$ cat src/rtl/ctrl_fsm.sv
// Multi-cycle instruction sequencer: fetch/decode/execute/memory/write-back control
// with a PC, a condition bit, a bounded memory handshake and a retired-instruction counter.
module ctrl_fsm #(
    parameter logic [7:0]  BOOT_ADDR   = 8'h00,
    parameter int unsigned MEM_TIMEOUT = 15
) (
    input  logic        clk_i,
    input  logic        rst_i,
    input  logic        start_i,
    input  logic [8:0]  instr_i,
    input  logic        set_i,
    input  logic        mem_ack_i,
    output logic [7:0]  pc_o,
    output logic        ir_en_o,
    output logic [4:0]  alu_op_o,
    output logic        reg_we_o,
    output logic [1:0]  wb_src_o,
    output logic        mem_rd_o,
    output logic        mem_wr_o,
    output logic        cb_o,
    output logic        halted_o,
    output logic        err_o,
    output logic        busy_o,
    output logic [15:0] retired_o
);

    typedef enum logic [2:0] {
        IDLE,
        FETCH,
        DECODE,
        EXEC,
        MEM,
        WB,
        HALT
    } state_t;

    typedef enum logic [3:0] {
        CL_ALU,
        CL_CMP,
        CL_SET,
        CL_LOAD,
        CL_STORE,
        CL_BR,
        CL_BRB,
        CL_HALT,
        CL_NOP
    } cls_t;

    localparam logic [1:0] WB_ALU = 2'd0;
    localparam logic [1:0] WB_MEM = 2'd1;
    localparam logic [1:0] WB_IMM = 2'd2;

    // Last wait-counter value before the timeout fires (MEM_TIMEOUT cycles in MEM without ack).
    localparam logic [7:0] WAIT_LAST = 8'(MEM_TIMEOUT - 1);

    state_t     state;
    cls_t       cls;
    logic [3:0] imm;
    logic [7:0] wait_cnt;

    function automatic cls_t classify(input logic [4:0] op);
        cls_t c;
        c = CL_NOP;
        casez (op)
            5'b00???, 5'b01???,
            5'b11100, 5'b11101,
            5'b11111, 5'b10100: c = CL_ALU;
            5'b10000, 5'b10101: c = CL_CMP;
            5'b110??:           c = CL_SET;
            5'b10010:           c = CL_LOAD;
            5'b10011:           c = CL_STORE;
            5'b11110:           c = CL_BR;
            5'b10110:           c = CL_BRB;
            5'b10001:           c = CL_HALT;
            default:            c = CL_NOP;
        endcase
        return c;
    endfunction

    function automatic logic [15:0] sat_inc(input logic [15:0] v);
        return (v == '1) ? v : v + 16'd1;
    endfunction

    always_ff @(posedge clk_i) begin
        if (rst_i) begin
            state     <= IDLE;
            cls       <= CL_NOP;
            imm       <= '0;
            wait_cnt  <= '0;
            pc_o      <= BOOT_ADDR;
            ir_en_o   <= 1'b0;
            alu_op_o  <= '0;
            reg_we_o  <= 1'b0;
            wb_src_o  <= WB_ALU;
            mem_rd_o  <= 1'b0;
            mem_wr_o  <= 1'b0;
            cb_o      <= 1'b0;
            halted_o  <= 1'b0;
            err_o     <= 1'b0;
            busy_o    <= 1'b0;
            retired_o <= '0;
        end else begin
            // Single-cycle strobes default low; the transition into their state raises them.
            ir_en_o  <= 1'b0;
            reg_we_o <= 1'b0;

            case (state)
                IDLE: begin
                    if (start_i) begin
                        pc_o    <= BOOT_ADDR;
                        state   <= FETCH;
                        ir_en_o <= 1'b1;
                        busy_o  <= 1'b1;
                    end
                end

                FETCH: begin
                    alu_op_o <= instr_i[8:4];
                    imm      <= instr_i[3:0];
                    cls      <= classify(instr_i[8:4]);
                    state    <= DECODE;
                end

                DECODE: begin
                    case (cls)
                        CL_ALU, CL_CMP: state <= EXEC;
                        CL_SET: begin
                            state    <= WB;
                            reg_we_o <= 1'b1;
                            wb_src_o <= WB_IMM;
                        end
                        CL_LOAD: begin
                            state    <= MEM;
                            mem_rd_o <= 1'b1;
                            wait_cnt <= '0;
                        end
                        CL_STORE: begin
                            state    <= MEM;
                            mem_wr_o <= 1'b1;
                            wait_cnt <= '0;
                        end
                        CL_BR: begin
                            pc_o      <= cb_o ? pc_o + {{4{imm[3]}}, imm} : pc_o + 8'd1;
                            state     <= FETCH;
                            ir_en_o   <= 1'b1;
                            retired_o <= sat_inc(retired_o);
                        end
                        CL_BRB: begin
                            pc_o      <= cb_o ? pc_o - {4'h0, imm} : pc_o + 8'd1;
                            state     <= FETCH;
                            ir_en_o   <= 1'b1;
                            retired_o <= sat_inc(retired_o);
                        end
                        CL_HALT: begin
                            state     <= HALT;
                            halted_o  <= 1'b1;
                            retired_o <= sat_inc(retired_o);
                        end
                        default: begin
                            pc_o      <= pc_o + 8'd1;
                            state     <= FETCH;
                            ir_en_o   <= 1'b1;
                            retired_o <= sat_inc(retired_o);
                        end
                    endcase
                end

                EXEC: begin
                    state <= WB;
                    if (cls == CL_ALU) begin
                        reg_we_o <= 1'b1;
                        wb_src_o <= WB_ALU;
                    end
                end

                WB: begin
                    if (cls == CL_CMP) begin
                        cb_o <= set_i;
                    end
                    pc_o      <= pc_o + 8'd1;
                    state     <= FETCH;
                    ir_en_o   <= 1'b1;
                    retired_o <= sat_inc(retired_o);
                end

                MEM: begin
                    // Ack is tested first so it wins over a timeout expiring in the same cycle.
                    if (mem_ack_i) begin
                        mem_rd_o <= 1'b0;
                        mem_wr_o <= 1'b0;
                        if (cls == CL_LOAD) begin
                            state    <= WB;
                            reg_we_o <= 1'b1;
                            wb_src_o <= WB_MEM;
                        end else begin
                            pc_o      <= pc_o + 8'd1;
                            state     <= FETCH;
                            ir_en_o   <= 1'b1;
                            retired_o <= sat_inc(retired_o);
                        end
                    end else begin
                        wait_cnt <= wait_cnt + 8'd1;
                        if (wait_cnt == WAIT_LAST) begin
                            mem_rd_o <= 1'b0;
                            mem_wr_o <= 1'b0;
                            err_o    <= 1'b1;
                            halted_o <= 1'b1;
                            state    <= HALT;
                        end
                    end
                end

                HALT: begin
                    state <= HALT;
                end

                default: begin
                    state <= IDLE;
                end
            endcase
        end
    end

endmodule

$ cat config.mk
export PLATFORM = sky130hd
export DESIGN_NAME = ctrl_fsm
export DESIGN_NICKNAME = d
export VERILOG_FILES = /design/src/rtl/ctrl_fsm.sv
export SDC_FILE = /design/constraint.sdc
export NUM_CORES = 1
export LEC_CHECK = 0
export CAP_MARGIN = 30
export CORE_MARGIN = 1.5
export CORE_UTILIZATION = 25
export CTS_CLUSTER_SIZE = 25
export DETAILED_ROUTE_END_ITERATION = 7
export GPL_TIMING_DRIVEN = 0
export PLACE_DENSITY = 0.52
export SYNTH_ARGS = -nofsm -noshare
export SYNTH_HDL_FRONTEND = slang
export SYNTH_SLANG_ARGS = --single-unit
$ cat constraint.sdc
create_clock -name clk_i -period 4.6 [get_ports clk_i]
set_clock_uncertainty 0.15 [all_clocks]
set_input_delay 0.46 -clock clk_i [delete_from_list [all_inputs] [get_ports clk_i]]
set_output_delay 0.46 -clock clk_i [all_outputs]
set_load 0.1 [all_outputs]
==> flow_summary.toml <==
[yosys]
ys_warn_count = 0
synth_area_leader_cell = "dfxtp_1"
netlist.area_leader.share_pct = 31.8
synth_top_flop_cell = "dfxtp_1"
synthAdderAreaFrac_pct = 6.58
synth_cells = 453
yosysSeqAreaShare_pct = 31.8
synth-async-reset-ratio_pct = 0
yosys_register_bits = 58
synth-compound-area-share_pct = 21.6
synth_cell_type_count = 68
syn_avg_cell_area_um2 = 8.05
synth-simple-area-share_pct = 27.4
synth_edf_count = 0
synthMuxAreaShare_pct = 1.13
netlist_area_um2 = 3650
syn_nets = 485
ys_top_cells_by_area = "dfxtp_1 32%, nor2_1 5.6%, a21oi_1 5.5%"
synth_top_family_by_area = "simple AND/OR/NAND/NOR gates"
synthXorXnorAreaFrac_pct = 6.00

[placement]
dp_hpwl_um = 7800
io_buffers = 51
placed_cell_area_um2 = 4380
dp.cells = 684
gp_congestion = 0.832

[layout]
antenna_cells = 0
nets = 547
finalNonFillerCells = 700
final_cell_area_um2 = 4700
fill_cells = 1466
drive_gt1_share_pct = 7.69
layout_common_cells = "58 x dfxtp_1, 54 x nor2_1, 51 x clkdlybuf4s50_1"
area_delta_synth_final_pct = 28.9
mostFrequentLayoutCell = "dfxtp_1"

[route]
avgViaCountPerCell = 4.97
drt_iter0_drc = 175
ant_nets = 0
wirelength_um = 10500
wire_per_inst_um = 15.0
drc = 0
drt_pass1_iterations = 4
vias = 3479

[sta]
whs_ns = 0.315
worst_slew_pin_slew_ns = 0.997
drv_slew = 0
setup_viol = 0
timing.fmax_ghz = 0.369
rsz0062_at_grt = "no"
slew_headroom_pct = 33.4
final_hold_viol_count = 0
period_needed_ns = 2.71
final.setup.tns_ns = 0
final.period_utilization_pct = 58.9

[worst_setup_path]
reg2reg_setup_slack_ns = 1.92
end_kind = "primary output"
reg2reg_depth = 7
arrival_ns = 2.10
crit_slowest_cell = "clkdlybuf4s50_1"
r2r_start = "pc_o[1]"
worst_setup_path_start_kind = "flop"
crit_buf_inv = 1
crit_fanout = 8
crit_required_ns = 3.99
crit_family = "buffers and inverters"
rr_endpoint = "pc_o[7]"
cp_cell_sequence = "clkdlybuf4s50_1"
crit_type = "reg -> out"
crit_path_max_incr_delay_ns = 1.21

[clock_tree]
hold_buffers = 0
clockBufferDepth = 2
htree_num_levels = 3
cts_resized = 0
clock_sinks = 58
root_buffer = "clkbuf_16"
insertion_delay_ns = 0.33
clkSlewWorstSetupHoldPaths_ns = 0.05
cts_tree = "built"
cts_buffers = 9
cts_setup_buffers = 0

[grt]
grt_pass1_vias = 3351
grt_pass1_wl_um = 17000
antenna_found_initial = 0
grtUsageTotal_pct = 14.4
grt_max_degree = 11
grt_remaining_overflow = 0

[outcome]
status = "complete, no violations"

[floorplanning]
pin_count = 53
die_w_um = 124
die_y_um = 124
start_util_pct = 26.0
die_area_um2 = 15300
rows = 43
core-area_um2 = 14000

[power_and_ir_drop]
p_total_uw = 1500
ir_drop_mv = 0.184
leakage_uw = 0.00164
p_per_area_nw_per_um2 = 318

[min_path]
hp-class = "reg -> reg"
worstHoldStart = "alu_op_o[0]"
hold_end = "alu_op_o[0]"
hold_depth = 2

[flow_run]
maxCapViolations = 0
cells in the mapped netlist, drive strengths merged (5+ instances only):
cell	number
dfxtp	58
nor2	54
a21oi	42
nand2	36
o21ai	22
inv	19
nor3	17
ha	16
clkbuf	15
nand3	15
xnor2	15
buf	11
and3	10
xor2	10
a211oi	9
or3	8
a22oi	6
nand2b	6
nand4	6
nor4	6
nand3b	5
layer usage:
layer | vias to the layer above | track usage [%] | share of wire [%]
li1 | 1760 | - | -
met1 | 1616 | 18.8 | 46
met2 | 88 | 22.2 | 45
met3 | 15 | 4.40 | 6.8
met4 | 0 | 5.10 | 1.9
met5 | - | 0 | 0
power breakdown:
group,switching (uW),internal (uW),total [uW]
logic,161,79.3,241
registers,15.2,517,533
clock network,237,487,724
flip-flops by register name, summed over array words and instances, names as in the netlist:
signal	cells
retired_o	16
pc_o	8
wait_cnt	8
alu_op_o	5
cls	4
imm	4
state	3
wb_src_o	2
busy_o	1
cb_o	1
err_o	1
halted_o	1
ir_en_o	1
mem_rd_o	1
mem_wr_o	1
reg_we_o	1
through the flow:
step | util (%) | worst slack, ns
finish | 33.5 | 1.89
global route | 33.5 | 1.72
CTS | 33.5 | 1.88
detailed placement | 31.2 | 1.90
global placement | 31.2 | 1.86
floorplan | - | 1.72
worst max path at each step:
stage	start	endpoint	slack, ns	cells after the start
floorplan	pc_o[1]	pc_o[7]	1.72	7
global placement	start_i	pc_o[5]	1.86	8
detailed placement	mem_ack_i	retired_o[14]	1.90	8
CTS	pc_o[1]	pc_o[1]	1.88	1
global route	pc_o[0]	pc_o[6]	1.72	10
finish	pc_o[1]	pc_o[1]	1.89	1
layout make-up:
type                            instances  area [um^2]  share of cell area (%)
Multi-Input combinational cell        350         2290                    48.6
Sequential cell                        58         1160                    24.7
Timing Repair Buffer                   51          510                    10.9
Clock buffer                           11          243                    5.16
Tap cell                              180          225                    4.79
Buffer                                 26          128                    2.71
Clock inverter                          5         77.6                    1.65
Inverter                               19         71.3                    1.52
cells by family after synthesis:
family                   count (synthesis)
XOR/XNOR                                25
buffers and inverters                   45
AND/OR/NAND/NOR                        188
multiplexers                             4
adder cells (fa/ha/maj)                 18
AO/OA/AOI/OAI                          115
flip-flops                              58
Power figures use the tool's default switching activity.
